## config.mk

```make
export PLATFORM = sky130hd
export DESIGN_NAME = spi_input_conditioner
export DESIGN_NICKNAME = d
export VERILOG_FILES = /design/src/rtl/spi_pkg.sv /design/src/rtl/spi_input_channel.sv /design/src/rtl/spi_input_conditioner.sv
export SDC_FILE = /design/constraint.sdc
export NUM_CORES = 1
export LEC_CHECK = 0
export BUFFER_PORTS_ARGS = -buffer_cell sky130_fd_sc_hd__buf_2
export CORE_UTILIZATION = 45
export CTS_CLUSTER_DIAMETER = 200
export DETAILED_ROUTE_END_ITERATION = 10
export GPL_TIMING_DRIVEN = 0
export PLACE_DENSITY_LB_ADDON = 0.08
export SLEW_MARGIN = 20
export SYNTH_ARGS = -nofsm -noshare
export SYNTH_HDL_FRONTEND = slang
export SYNTH_SLANG_ARGS = --single-unit
```

## constraint.sdc

```tcl
create_clock -name clk -period 1 [get_ports clk]
set_clock_uncertainty 0.05 [all_clocks]
set_input_delay 0.1 -clock clk [delete_from_list [all_inputs] [get_ports clk]]
set_output_delay 0.1 -clock clk [all_outputs]
set_load 0.005 [all_outputs]
```

## src/rtl/spi_pkg.sv

```systemverilog
// Shared constants for the SPI slave front end: pad idle levels and the
// default synchronizer depth / glitch-filter length.
package spi_pkg;

    localparam logic SCLK_IDLE = 1'b0;
    localparam logic CS_IDLE   = 1'b1;
    localparam logic MOSI_IDLE = 1'b0;

    localparam int DEF_SYNC_STAGES = 2;
    localparam int DEF_WAIT_CYCLES = 3;

endpackage

```

## src/rtl/spi_input_channel.sv

```systemverilog
// One pad channel: flop-chain synchronizer, consecutive-sample glitch filter
// and registered single-cycle rise/fall flags on the filtered level.
module spi_input_channel
    import spi_pkg::*;
#(
    parameter int   SYNC_STAGES = DEF_SYNC_STAGES,
    parameter int   WAIT_CYCLES = DEF_WAIT_CYCLES,
    parameter logic RESET_VAL   = 1'b0
) (
    input  logic clk,
    input  logic rst_n,
    input  logic raw,
    output logic cond,
    output logic rise,
    output logic fall
);

    localparam int              CNT_W   = $clog2(WAIT_CYCLES + 1);
    localparam logic [CNT_W-1:0] CNT_MAX = CNT_W'(WAIT_CYCLES - 1);

    logic [SYNC_STAGES-1:0] sync_q;
    logic [CNT_W-1:0]       cnt;
    logic                   sync;

    assign sync = sync_q[SYNC_STAGES-1];

    // Synchronize the pad, then only accept a new level after WAIT_CYCLES
    // consecutive disagreeing samples; any agreeing sample restarts the count.
    always_ff @(posedge clk) begin
        if (!rst_n) begin
            sync_q <= {SYNC_STAGES{RESET_VAL}};
            cond   <= RESET_VAL;
            cnt    <= '0;
            rise   <= 1'b0;
            fall   <= 1'b0;
        end else begin
            sync_q <= {sync_q[SYNC_STAGES-2:0], raw};
            rise   <= 1'b0;
            fall   <= 1'b0;
            if (sync == cond) begin
                cnt <= '0;
            end else if (cnt == CNT_MAX) begin
                cond <= sync;
                cnt  <= '0;
                rise <= sync;
                fall <= ~sync;
            end else begin
                cnt <= cnt + 1'b1;
            end
        end
    end

endmodule

```

## src/rtl/spi_input_conditioner.sv

```systemverilog
// SPI slave input conditioner: three filtered pad channels plus chip-select
// gating of the SCLK edge strobes so the slave logic runs on clk with enables.
module spi_input_conditioner
    import spi_pkg::*;
#(
    parameter int SYNC_STAGES = DEF_SYNC_STAGES,
    parameter int WAIT_CYCLES = DEF_WAIT_CYCLES
) (
    input  logic clk,
    input  logic rst_n,
    input  logic sclk_raw,
    input  logic cs_raw,
    input  logic mosi_raw,
    output logic sclk_cond,
    output logic cs_cond,
    output logic mosi_cond,
    output logic sclk_rise,
    output logic sclk_fall,
    output logic cs_fall,
    output logic cs_rise
);

    logic sclk_rise_flag;
    logic sclk_fall_flag;
    logic mosi_rise_unused;
    logic mosi_fall_unused;
    logic frame_active;

    spi_input_channel #(
        .SYNC_STAGES (SYNC_STAGES),
        .WAIT_CYCLES (WAIT_CYCLES),
        .RESET_VAL   (SCLK_IDLE)
    ) u_sclk (
        .clk   (clk),
        .rst_n (rst_n),
        .raw   (sclk_raw),
        .cond  (sclk_cond),
        .rise  (sclk_rise_flag),
        .fall  (sclk_fall_flag)
    );

    spi_input_channel #(
        .SYNC_STAGES (SYNC_STAGES),
        .WAIT_CYCLES (WAIT_CYCLES),
        .RESET_VAL   (CS_IDLE)
    ) u_cs (
        .clk   (clk),
        .rst_n (rst_n),
        .raw   (cs_raw),
        .cond  (cs_cond),
        .rise  (cs_rise),
        .fall  (cs_fall)
    );

    spi_input_channel #(
        .SYNC_STAGES (SYNC_STAGES),
        .WAIT_CYCLES (WAIT_CYCLES),
        .RESET_VAL   (MOSI_IDLE)
    ) u_mosi (
        .clk   (clk),
        .rst_n (rst_n),
        .raw   (mosi_raw),
        .cond  (mosi_cond),
        .rise  (mosi_rise_unused),
        .fall  (mosi_fall_unused)
    );

    // SCLK edges count only inside a frame that was already open before this
    // cycle: an SCLK edge landing together with the CS falling edge is dropped.
    assign frame_active = ~cs_cond & ~cs_fall;
    assign sclk_rise    = sclk_rise_flag & frame_active;
    assign sclk_fall    = sclk_fall_flag & frame_active;

endmodule

```

==> metrics.cfg, run 1 <==
[logic_synthesis]
synthArstFlopShare_pct = 0
synth_edf_count = 0
synth_top_area_cell = dfxtp_1
yosys_warnings = 0
ys_top_cells_by_count = 19 x dfxtp_1, 6 x nor3b_1, 6 x nor4b_1
yosysSeqAreaShare_pct = 58.6
syn_inst = 55
syn_avg_cell_area_um2 = 11.8
synth.distinct_cells = 12
ys_top_cells_by_area = dfxtp_1 59%, nor4b_1 8.1%, nor3b_1 6.9%
synth_top_cell_area_share_pct = 58.6
synth-seq-cells = 19
synthesis.nets = 63
synth.cell_area_um2 = 649
ys.flop_type = dfxtp_1
yosysMostFrequentCell = dfxtp_1

[die]
start_util_pct = 49.3
rows = 13
io-pin-count = 12
die_h_um = 40.0
core_area_mm2 = 0.00132
die-area_mm2 = 0.00160
fp.dieW_um = 40.0

[drt]
route.detailed.drc = 0
vias = 480
antenna_left = 0
drt_iter0_markers = 3
routed_via_density = 5.05
routed_wl_um = 1210
dr.pass1.iters = 4
wl_per_cell_um = 12.7

[timing]
finalMaxSlewViolations = 0
fin_hold_ws_ps = 53.6
tightestPinTransition_ps = 378
min_period_ps = 1080
period_share_pct = 108
fin_ws_ps = -84.8
hold_violations = 0
setup_viol = 3
rsz0062_at_grt = true
slew_headroom_pct = 74.6
fmax_mhz = 922

[placement]
gp_congestion = 0.676
pre_cts_ws_ps = -78.2
place_hpwl_um = 587
placed_area_um2 = 723
io_buffers = 11

[clock_tree]
cts_buffer_depth = 2
cts_tree = done
cts-root-buf = clkbuf_4
cts_buffers = 3
cts_sinks = 19
worstSkewPairLatency_ps = 290
clkTransAtPathRegs_ps = 110
cts.htree.levels = 1

[power_and_ir_drop]
max-vdd-ir-drop_mv = 0.890
power_density_mw_per_mm2 = 1260
p_leak_nw = 0.369

[min_path]
min-delay-start = rst_n
holdPathEnd = u_mosi.cnt[1]
whs_path_depth = 2
hold_path.class = input port to flip-flop

[worst_setup_path]
cp.required_ps = 850
arrival_ps = 930
r2r_end = u_sclk.cond
worst_setup_path_end_kind = primary output
reg2reg_from = u_sclk.cnt[0]
regToRegSetupSlack_ps = 10
cp-startpoint = u_cs.cond
start_kind = flip-flop
worstRegToRegCells = 4
criticalPathCategory = flip-flop to primary output
critPathMaxFanout = 3

[layout]
areaGrowthSynthToFinish_pct = 51.8
final_area_um2 = 986
fin_nets = 89
antenna_cells = 0
fin_util_pct = 74.8
drive_above_1_share_pct = 61.3

[global_route]
gr-total-overflow = 0
grt_max_degree = 12
grt_pass1_wl_um = 1770
grtUsageTotal_pct = 17.8
antenna_found_initial = 0
grt_pass1_vias = 437

[outcome]
violations = negative setup slack
status = finished with violations

[job]
drv_cap = 0

-- metal layers --
| metal | track usage (%) | vias up | wire length [um] |
|---|---|---|---|
| met5 | 0 | - | 0 |
| met4 | 12.9 | 0 | 19 |
| met3 | 5.00 | 4 | 42 |
| met2 | 29.8 | 14 | 615 |
| met1 | 18.8 | 222 | 532 |
| li1 | - | 240 | - |
-- flip-flops by register name, indices dropped and copies added (netlist names) --
signal         count
u_sclk.sync_q      2
u_sclk.cond        1
u_sclk.cnt         2
u_cs.cond          1
u_cs.rise          1
u_cs.cnt           2
u_mosi.cond        1
u_mosi.cnt         2
u_mosi.sync_q      2
u_cs.fall          1
u_sclk.fall        1
u_sclk.rise        1
u_cs.sync_q        2
-- metrics by stage --
stage	power (mW)	setup TNS, ps	instances
floorplan	0.822	0	55
global placement	0.838	-76.4	81
detailed placement	0.837	-236	81
CTS	1.23	-209	94
global route	1.29	-487	95
finish	1.24	-212	95
-- where the power goes --
group          switching [mW]  leakage, nW  total (mW)  internal (mW)
Clock                   0.234       0.0177       0.383          0.149
Combinational          0.0293        0.192      0.0788         0.0495
Sequential            0.00965        0.159       0.777          0.767
Total                   0.273        0.369        1.24          0.965
-- worst max-delay path, stage by stage, from the launching register on --
cell	delay [ps]
dfxtp_4	370
nor3b_2	140
buf_2	130
-- timing repair --
action,4_1_cts,5_1_grt
hold endpoints to repair,4,0
gates resized for setup,24,11
setup buffers,5,1
pin swaps,6,5
hold buffers,4,0
cloned,0,0
setup endpoints to repair,13,11
-- how the worst max path moves through the flow --
stage                    end  slack (ps)  cells after the start
4_1_cts            sclk_rise         -80                      2
3_5_place_dp   u_mosi.cnt[1]         -80                      3
5_1_grt            sclk_fall        -150                      2
6_report           sclk_rise         -80                      2
2_1_floorplan  u_mosi.cnt[1]          10                      3
3_3_place_gp   u_sclk.cnt[0]         -30                      3
-- area by class of cell --
cell class,instances,area [um2]
sequential,19,398
fill,92,332
timing repair buffer,21,150
multi-input combinational,32,375
clock inverter,1,5.00
buffer,1,5.00
clock buffer,3,22.5
tap,15,18.8
inverter,3,11.3
-- layout by cell type (no fill, tap or decap) --
cell | synthesis | final
buf_2 | 1 | 11
dfxtp_1 | 19 | 9
dfxtp_2 | 0 | 8
buf_4 | 0 | 5
and2_1 | 4 | 4
nor4b_2 | 0 | 4
dlygate4sd3_1 | 0 | 4
nor3b_2 | 0 | 3
inv_2 | 0 | 3
nand2_1 | 3 | 3
nor3b_1 | 6 | 3
mux2i_1 | 3 | 3
ha_4 | 0 | 3
clkbuf_4 | 0 | 3
xnor2_2 | 0 | 2
nor4b_4 | 0 | 2
nand2b_1 | 2 | 2
nor2b_1 | 2 | 2
buf_6 | 0 | 2
dfxtp_4 | 0 | 2
xnor2_1 | 3 | 1
clkinv_2 | 0 | 1
-- kinds of logic after synthesis --
| family | Yosys count | share of synthesized area, % |
|---|---|---|
| buffers and inverters | 4 | 2.50 |
| XOR/XNOR | 3 | 4.05 |
| adder cells (fa/ha/maj) | 3 | 5.78 |
| AND/OR/NAND/NOR | 23 | 24.5 |
| multiplexers | 3 | 4.62 |
| flip-flops | 19 | 58.6 |
(Power assumes the default switching activity.)
==> run 2, diff against run 1 <==
Settings changed: CORE_MARGIN from default to 2, PLACE_DENSITY from default to 0.8, PLACE_DENSITY_LB_ADDON 0.08 to default.
==> run 2 against run 1 <==
  * The run still ends with negative setup slack left
  * Worst hold slack got worse by 10 ps
  * Clock-buffer cell count unchanged
  * Sequential cell count stayed put
==> metrics.cfg, run 2 (same netlist as run 1, synthesis figures left out) <==
[global_route]
grt_max_degree = 12
antenna_found_initial = 0
grt_pass1_wl_um = 1830
grt_pass1_vias = 435
gr-total-overflow = 0
grtUsageTotal_pct = 14.5

[timing]
fin_ws_ps = -97.6
hold_violations = 0
period_share_pct = 110
fmax_mhz = 911
finalMaxSlewViolations = 0
tightestPinTransition_ps = 452
min_period_ps = 1100
setup_viol = 6
fin_tns_setup_ps = -287
rsz0062_at_grt = true
slew_headroom_pct = 69.6

[worst_setup_path]
worst_setup_path_end_kind = primary output
start_kind = flip-flop
slowest_delay_ps = 370
slowest_stage = dfxtp_4
cp.required_ps = 850
cp_num_buf_inv = 1
path_depth = 2
worstRegToRegCells = 2
critPathMaxFanout = 3
criticalPathCategory = flip-flop to primary output
r2r_end = u_sclk.cnt[1]
cp_cell_sequence = nor3b_2 > buf_2
reg2reg_from = u_sclk.cond
cpLargestDelayFamily = flip-flops
regToRegSetupSlack_ps = -30
arrival_ps = 950

[clock_tree]
cts.htree.levels = 1
cts_buffer_depth = 2
cts-root-buf = clkbuf_4
cts_sinks = 19
worstSkewPairLatency_ps = 300
cts_tree = done
cts_buffers = 3
clkTransAtPathRegs_ps = 110

[placement]
dpl.cell_count = 81
gp_congestion = 0.644
io_buffers = 11
place_hpwl_um = 609

[outcome]
violations = negative setup slack
status = finished with violations

[min_path]
hold_path.class = input port to flip-flop
holdPathEnd = u_mosi.cnt[0]
min-delay-start = rst_n
whs_path_depth = 2

[layout]
antenna_cells = 0
final_cells = 93
fillCellCount = 81
fin_util_pct = 76.4
drive_above_1_share_pct = 62.8
mostFrequentLayoutCells = 11 x buf_2, 9 x dfxtp_2, 9 x dfxtp_1
fin_nets = 87
mostFrequentLayoutCell = buf_2
areaGrowthSynthToFinish_pct = 55.1

[power_and_ir_drop]
comb_power_share_pct = 6.7
power_density_mw_per_mm2 = 1240
max-vdd-ir-drop_mv = 1.22
clkPwrFrac_pct = 31.0
internal_power_uw = 972
power.switching_uw = 280
pwr-share-seq_pct = 62.3
p_leak_nw = 0.372
swShare_pct = 22.4

[drt]
vias = 448
routed_wl_um = 1190
dr.pass1.iters = 2
antenna_left = 0
route.detailed.drc = 0
drt_iter0_markers = 2
routed_via_density = 4.82
wl_per_cell_um = 12.8

[die]
fp.dieW_um = 42.0
start_util_pct = 49.3
core_area_mm2 = 0.00132
rows = 13
die_h_um = 42.0
die-area_mm2 = 0.00176
io-pin-count = 12

[job]
drv_cap = 0

==> run 2: cell types whose count changed in the layout (fill, tap and decap cells not counted) <==
cell	previous run	this run
buf_4	5	3
dfxtp_2	8	9
dfxtp_4	2	1
nor3b_1	3	1
nor3b_2	3	5
nor4b_2	4	2
nor4b_4	2	4
xnor2_2	2	1
xnor2_4	0	1
==> run 2: worst max-delay path by stage <==
stage / from / to / slack [ps]
after global placement: u_mosi.cnt[0] / u_mosi.cnt[1] / -10
after global routing: u_cs.cond / sclk_fall / -180
final: u_cs.cond / sclk_fall / -100
after detailed placement: u_sclk.cnt[0] / u_sclk.cnt[0] / -80
after CTS: u_cs.cond / sclk_fall / -80
after floorplan: u_mosi.cnt[0] / u_mosi.cnt[1] / 10
==> run 2: routing by layer <==
metal	part of all wire (%)	up-vias	track usage [%]
li1	-	231	-
met1	43	202	14.1
met2	50	13	24.4
met3	5.6	2	7.76
met4	1.6	0	7.74
met5	0	-	0
==> run 2: layout make-up <==
type / count / area [um2] / share of cell area (%)
Clock buffer: 3 / 22.5 / 2.24
Buffer: 1 / 5.00 / 0.497
Tap cell: 15 / 18.8 / 1.86
Timing Repair Buffer: 19 / 135 / 13.4
Inverter: 3 / 11.3 / 1.12
Clock inverter: 1 / 5.00 / 0.497
Multi-Input combinational cell: 32 / 414 / 41.1
Sequential cell: 19 / 395 / 39.3
==> run 2: repair_timing <==
| item | in CTS | in global routing |
|---|---|---|
| resized for setup | 22 | 17 |
| buffers inserted | 2 | 2 |
| pin swaps | 5 | 7 |
| hold buffers | 4 | 0 |
| setup endpoints to repair | 15 | 14 |
| endpoints found under the hold margin | 4 | 0 |
==> run 2: through the flow <==
stage | cell area (um2) | power, mW | setup WS, ps | hold WS (ps)
6_report | 1010 | 1.25 | -97.6 | 43.5
5_1_grt | 1010 | 1.31 | -178 | 19.8
4_1_cts | 905 | 1.24 | -84.2 | 40.6
3_5_place_dp | 723 | 0.838 | -78.8 | 235
3_3_place_gp | 723 | 0.836 | -11.6 | 233
2_1_floorplan | 649 | 0.822 | 10.0 | 123
==> run 2: power groups by stage <==
| stage | Clock (mW) | Sequential, mW | Combinational [mW] |
|---|---|---|---|
| after floorplan | 0 | 0.795 | 0.0270 |
| after global placement | 0 | 0.796 | 0.0399 |
| after detailed placement | 0 | 0.797 | 0.0411 |
| after CTS | 0.403 | 0.777 | 0.0636 |
| after global routing | 0.439 | 0.781 | 0.0903 |
| final | 0.388 | 0.780 | 0.0841 |
